<file path="src/rtl/pwm_peripheral_if.sv">
// -----------------------------------------------------------------------------
// pwm_peripheral_if
// Groups the register-side inputs and the chip-side outputs of the PWM
// peripheral into one bundle.
//   master : drives the five configuration registers, observes the outputs
//   slave  : the PWM peripheral itself
// Signals:
//   en_reg_out_7_0 / en_reg_out_15_8  output enables, outputs 7..0 / 15..8
//   en_reg_pwm_7_0 / en_reg_pwm_15_8  PWM mode select, outputs 7..0 / 15..8
//   pwm_duty_cycle                    shared 8-bit duty cycle
//   out                               16 chip outputs
//   period_start                      one-clk pulse at each PWM period start
// -----------------------------------------------------------------------------
interface pwm_peripheral_if;
    logic [7:0]  en_reg_out_7_0;
    logic [7:0]  en_reg_out_15_8;
    logic [7:0]  en_reg_pwm_7_0;
    logic [7:0]  en_reg_pwm_15_8;
    logic [7:0]  pwm_duty_cycle;
    logic [15:0] out;
    logic        period_start;

    modport master (
        output en_reg_out_7_0,
        output en_reg_out_15_8,
        output en_reg_pwm_7_0,
        output en_reg_pwm_15_8,
        output pwm_duty_cycle,
        input  out,
        input  period_start
    );

    modport slave (
        input  en_reg_out_7_0,
        input  en_reg_out_15_8,
        input  en_reg_pwm_7_0,
        input  en_reg_pwm_15_8,
        input  pwm_duty_cycle,
        output out,
        output period_start
    );
endinterface

</file>
<file path="src/rtl/pwm_peripheral.sv">
// -----------------------------------------------------------------------------
// pwm_peripheral
// Drives 16 chip outputs from the SPI-written configuration registers. Each
// output is forced low, driven static high, or driven with one shared PWM
// waveform. All PWM outputs share a single free-running phase.
//
// Parameters:
//   CLK_DIV : clk cycles per PWM tick (1..65535); one period = 256*CLK_DIV clks
// Ports:
//   clk   : system clock
//   rst_n : asynchronous active-low reset
//   bus   : pwm_peripheral_if.slave (register inputs, out, period_start)
// Build option:
//   PWM_SYNC_UPDATE_EN : when defined, the duty cycle is taken from a shadow
//   register that only loads on the tick wrapping the period counter, so duty
//   changes take effect at the next period start. When undefined the duty
//   input is compared live.
// -----------------------------------------------------------------------------
module pwm_peripheral #(
    parameter int unsigned CLK_DIV = 32'd13
) (
    input  logic              clk,
    input  logic              rst_n,
    pwm_peripheral_if.slave   bus
);

    localparam logic [15:0] DIV_LAST = 16'(CLK_DIV - 32'd1);

    logic [15:0] div_cnt_q;
    logic [15:0] div_cnt_d;
    logic [7:0]  pwm_cnt_q;
    logic [7:0]  pwm_cnt_d;
    logic        period_start_q;
    logic        period_start_d;
    logic [15:0] out_q;
    logic [15:0] out_d;

    logic        tick_s;
    logic        wrap_s;
    logic [7:0]  duty_s;
    logic        level_s;
    logic [15:0] en_out_s;
    logic [15:0] en_pwm_s;

    assign en_out_s = {bus.en_reg_out_15_8, bus.en_reg_out_7_0};
    assign en_pwm_s = {bus.en_reg_pwm_15_8, bus.en_reg_pwm_7_0};

    // Prescaler and period counter next state; wrap_s marks the tick taking 255->0.
    always_comb begin
        div_cnt_d      = div_cnt_q;
        pwm_cnt_d      = pwm_cnt_q;
        tick_s         = (div_cnt_q == DIV_LAST);
        wrap_s         = tick_s && (pwm_cnt_q == 8'hFF);
        period_start_d = wrap_s;
        if (tick_s) begin
            div_cnt_d = 16'd0;
            pwm_cnt_d = pwm_cnt_q + 8'd1;
        end else begin
            div_cnt_d = div_cnt_q + 16'd1;
        end
    end

`ifdef PWM_SYNC_UPDATE_EN
    logic [7:0] duty_q;
    logic [7:0] duty_d;

    // Shadow duty loads only on the wrap tick, so a period never sees a mid-period write.
    always_comb begin
        if (wrap_s) begin
            duty_d = bus.pwm_duty_cycle;
        end else begin
            duty_d = duty_q;
        end
    end

    // Shadow duty register.
    always_ff @(posedge clk or negedge rst_n) begin
        if (!rst_n) begin
            duty_q <= 8'h00;
        end else begin
            duty_q <= duty_d;
        end
    end

    assign duty_s = duty_q;
`else
    assign duty_s = bus.pwm_duty_cycle;
`endif

    // PWM level: 0xFF is a true 100% (no low at count 255), 0x00 is constant low.
    always_comb begin
        case (duty_s)
            8'hFF:   level_s = 1'b1;
            8'h00:   level_s = 1'b0;
            default: level_s = (pwm_cnt_q < duty_s);
        endcase
    end

    // Per-output select: disabled -> 0, enabled static -> 1, enabled PWM -> level.
    always_comb begin
        out_d = en_out_s & (~en_pwm_s | {16{level_s}});
    end

    // State and output registers.
    always_ff @(posedge clk or negedge rst_n) begin
        if (!rst_n) begin
            div_cnt_q      <= 16'd0;
            pwm_cnt_q      <= 8'd0;
            period_start_q <= 1'b0;
            out_q          <= 16'h0000;
        end else begin
            div_cnt_q      <= div_cnt_d;
            pwm_cnt_q      <= pwm_cnt_d;
            period_start_q <= period_start_d;
            out_q          <= out_d;
        end
    end

    assign bus.out          = out_q;
    assign bus.period_start = period_start_q;

endmodule
</file>
<file path="src/flat_wrapper.sv">
// flat-port wrapper written by rule: the top's interface ports become plain ports
module pwm_peripheral_flat 
#(
    parameter int unsigned CLK_DIV = 32'd13
)
  (clk, rst_n, bus_en_reg_out_7_0, bus_en_reg_out_15_8, bus_en_reg_pwm_7_0, bus_en_reg_pwm_15_8, bus_pwm_duty_cycle, bus_out, bus_period_start);
  pwm_peripheral_if bus_i ();
  input  logic clk;
  input  logic rst_n;
  input wire logic [$bits(bus_i.en_reg_out_7_0)-1:0] bus_en_reg_out_7_0;
  input wire logic [$bits(bus_i.en_reg_out_15_8)-1:0] bus_en_reg_out_15_8;
  input wire logic [$bits(bus_i.en_reg_pwm_7_0)-1:0] bus_en_reg_pwm_7_0;
  input wire logic [$bits(bus_i.en_reg_pwm_15_8)-1:0] bus_en_reg_pwm_15_8;
  input wire logic [$bits(bus_i.pwm_duty_cycle)-1:0] bus_pwm_duty_cycle;
  output wire logic [$bits(bus_i.out)-1:0] bus_out;
  output wire logic [$bits(bus_i.period_start)-1:0] bus_period_start;
  assign bus_i.en_reg_out_7_0 = bus_en_reg_out_7_0;
  assign bus_i.en_reg_out_15_8 = bus_en_reg_out_15_8;
  assign bus_i.en_reg_pwm_7_0 = bus_en_reg_pwm_7_0;
  assign bus_i.en_reg_pwm_15_8 = bus_en_reg_pwm_15_8;
  assign bus_i.pwm_duty_cycle = bus_pwm_duty_cycle;
  assign bus_out = bus_i.out;
  assign bus_period_start = bus_i.period_start;
  pwm_peripheral #(.CLK_DIV(CLK_DIV)) u_core (.clk(clk), .rst_n(rst_n), .bus(bus_i));
endmodule
</file>
<file path="config.mk">
export PLATFORM = sky130hd
export DESIGN_NAME = pwm_peripheral_flat
export DESIGN_NICKNAME = d
export VERILOG_FILES = /design/src/rtl/pwm_peripheral_if.sv /design/src/rtl/pwm_peripheral.sv /design/src/flat_wrapper.sv
export SDC_FILE = /design/constraint.sdc
export NUM_CORES = 1
export LEC_CHECK = 0
export BUFFER_PORTS_ARGS = -buffer_cell sky130_fd_sc_hd__buf_2
export CORE_MARGIN = 3
export CORE_UTILIZATION = 45
export DETAILED_ROUTE_END_ITERATION = 10
export PLACE_DENSITY = 0.71
export SLEW_MARGIN = 10
export SYNTH_ARGS = -nofsm -noshare
export SYNTH_HDL_FRONTEND = slang
export SYNTH_SLANG_ARGS = --single-unit
export TNS_END_PERCENT = 30
</file>
<file path="constraint.sdc">
create_clock -name clk -period 3.2 [get_ports clk]
set_input_delay 0.64 -clock clk [delete_from_list [all_inputs] [get_ports clk]]
set_output_delay 0.64 -clock clk [all_outputs]
set_load 0.01 [all_outputs]
</file>
==> results by group <==
Critical path
  – Crit path kind: input port to flop
  – Crit. End Element: flop
  – Data arrival, critical path: 2.12 ns
  – CP max stage cell: o211ai_2
  – Cell family with most CP delay: compound AO/OA/AOI/OAI gates
  – Nature of the critical path startpoint: input port
  – Cell depth of the worst flop-to-flop path: 5
  – Reg2reg end: u_core.pwm_cnt_q[1]
  – Worst R2R Start: u_core.div_cnt_q[0]
  – Reg2Reg Setup Slack: 1.24 ns
  – CP Max Fanout: 16
  – Crit path largest cell delay: ~0.58 ns
  – Bufs and invs on worst path: 2
  – CP Data Required Time: 3.33 ns
  – Critical-path cell list: buf_2 > inv_1 > ha_1 > and4_1 > o21ai_0 > o211ai_2 > a31oi_1

Clocking
  – H-tree depth: 2
  – Post-CTS Setup Repair Bufs: 0
  – Clock Latency Late Sink: 0.29 ns
  – CTS tree: done
  – Hold-fix buffers, CTS: 0
  – Inserted Clock Buffers: 5
  – Worst-case clock buffer depth: 2
  – Root buffer cell: clkbuf_8
  – Clock Sinks: 41
  – Clock transition at the registers of the reported paths: ~0.080 ns
  – Post-cts resize count: 0

Global routing
  – Global-route wire length before repair: 6290 µm
  – Antenna violations before repair: 0
  – Number of global-route vias before repair: 1344
  – Total grt overflow: 0
  – Tot GR Track Use: approximately 16%
  – Largest net degree at the start of global routing: 42

STA
  – Slew Limit Fails: 0
  – Unrepaired setup endpoints after global routing: no
  – Crit path time final: 1.98 ns
  – Worst Max-Slew Pin Slew: 0.890 ns
  – Final clock skew: 0.00530 ns
  – Setup tns final: 0 ns
  – Setup violators final: 0
  – Period utilisation layout: about three fifths
  – Max_slew headroom: 40.7%
  – Fmax: roughly 0.50 GHz
  – Post-route setup slack: 1.22 ns
  – Final Hold Viols: 0

Synth
  – Synth Cell Area: around 0.0019 mm²
  – Share of the synthesized area in the top cell type: 53.1%
  – Total number of yosys warnings: 0
  – Synth area leader: dfrtp_1
  – Largest cells by area after synthesis: dfrtp_1 (53%), ha_1 (6.5%), a31oi_1 (5.2%)
  – Cells after synthesis: roughly 180
  – Post-synth cell types: 33
  – Register area share after synthesis: 53.1%
  – Post-Syn Area per Cell: 10.9 µm²
  – Net Count, Synth: 230
  – Flop and latch count out of synthesis: 41

Final layout
  – Area Overhead vs Synth: 22.7%
  – Filler cells: 346
  – Most common cell after layout, fill and taps aside: buf_2
  – Final Net Count: 290
  – Multi-input logic area: 762 µm²
  – Most frequent cells in the layout: buf_2 (58), dfrtp_1 (41), inv_1 (25)
  – Antenna cells: 0
  – Layout cells sized above 1: 30.1%
  – Post-route insts no fill: just under 300
  – Register area: a little over 0.001 mm²
  – Final instance area: 0.00237 mm²

Power
  – Pwr dens: roughly 460 mW/mm²
  – Pwr Total: about 1.1 mW
  – VDD IR-drop max: 0.181 mV
  – Lkg Pwr: 1.24 nW

Floorplanning
  – Core area: 0.00409 mm²
  – Initial Util: 47.3%
  – Die area: 0.00512 mm²
  – Core Rows: 23
  – I/O pin count: 59
  – Die X: 71.5 µm
  – Die span in y: 71.5 µm

Route
  – Pre-Repair DR Iteration Count: 4
  – Via Count: 1460
  – Mean routed wirelength per cell: 13.3 µm
  – Total wire length: 3840 µm
  – Starting DRT DRC Count: 77
  – Antenna Nets Post-Route: 0
  – Via density: 5.05
  – Residual DRC count: 0

Placed design
  – Cell Count Post-Placement: about 280
  – Final HPWL DP: 2870 µm
  – Post-Place Setup Slack: between 0.9 and 1 ns
  – Gp weighted congestion: 0.729
  – IO Port Bufs: 58
  – Cell Area, Placed: 0.00224 mm²

Worst hold path
  – Class of the worst hold path: input port to asynchronous set/reset pin

Run
  – Max cap viols: 0

Status
  – Status: finished, final reports clean
==> per-stage QoR <==
stage	hold slack, ns	utilization (%)
after floorplan	0.344	-
after global placement	0.471	54.8
after detailed placement	0.472	54.8
after CTS	0.485	58.1
after global routing	0.501	58.1
final	0.468	58.1
==> Yosys cell counts <==
cell type,instances
a211o_1,1
a21oi_1,1
a31oi_1,16
and2_1,2
and3_1,5
and4_1,2
and4bb_1,1
buf_2,2
buf_6,2
buf_8,1
dfrtp_1,41
ha_1,10
inv_1,25
inv_2,1
mux2_1,1
mux2_2,2
nand2_1,6
nand3_1,9
nand4_1,5
nor2_1,12
nor2b_1,1
nor3_1,1
nor3_2,1
nor3b_1,1
nor4_1,3
nor4b_1,1
o211ai_1,1
o211ai_2,1
o21a_1,1
o21ai_0,2
or4_4,1
xnor2_1,11
xor2_1,8
==> flip-flops by register name, indices dropped and copies added, names as in the netlist <==
register	flops
u_core.bus.out	16
u_core.div_cnt_q	16
u_core.pwm_cnt_q	8
u_core.bus.period_start	1
==> layer usage <==
metal	GRT usage, %	routed length (µm)
met5	0	0
met4	5.01	57
met3	4.63	132
met2	25.0	1940
met1	20.7	1710
==> logic make-up (layout without fill, tap and decap cells) <==
family | count (synthesis) | in the layout | share of synthesized area (%)
AOI/OAI and AO/OA | 23 | 23 | 7.83
DFF | 41 | 41 | 53.1
and+or+nand+nor | 51 | 51 | 14.8
muxes | 3 | 3 | 1.75
adders and majority gates | 10 | 10 | 6.47
buffers and inverters | 31 | 92 | 7.51
xor gates and xnor gates | 19 | 19 | 8.61
==> worst max-delay path by stage <==
stage,depth (start not counted),to,startpoint
after floorplan,7,u_core.bus.out[10],bus_pwm_duty_cycle[7]
after detailed placement,7,u_core.bus.out[6],bus_pwm_duty_cycle[5]
after global routing,7,u_core.bus.out[7],bus_pwm_duty_cycle[7]
after global placement,7,u_core.bus.out[11],bus_pwm_duty_cycle[4]
final,7,u_core.bus.out[7],bus_pwm_duty_cycle[5]
after CTS,7,u_core.bus.out[7],bus_pwm_duty_cycle[5]
==> power breakdown <==
group,internal [mW],switching [mW]
sequential,0.528,0.00222
combinational,0.0340,0.0397
clock,0.310,0.175
total,0.872,0.217
==> final cells by class <==
class                   instances  area share (%)
flip-flops and latches         41            43.2
multi-input cells             106            32.1
repair buffers                 58            12.2
inverters                      26            4.11
clock buffers                   5            2.90
clock inverters                 3            2.74
well taps                      50            2.64
Power figures use the tool's default switching activity.
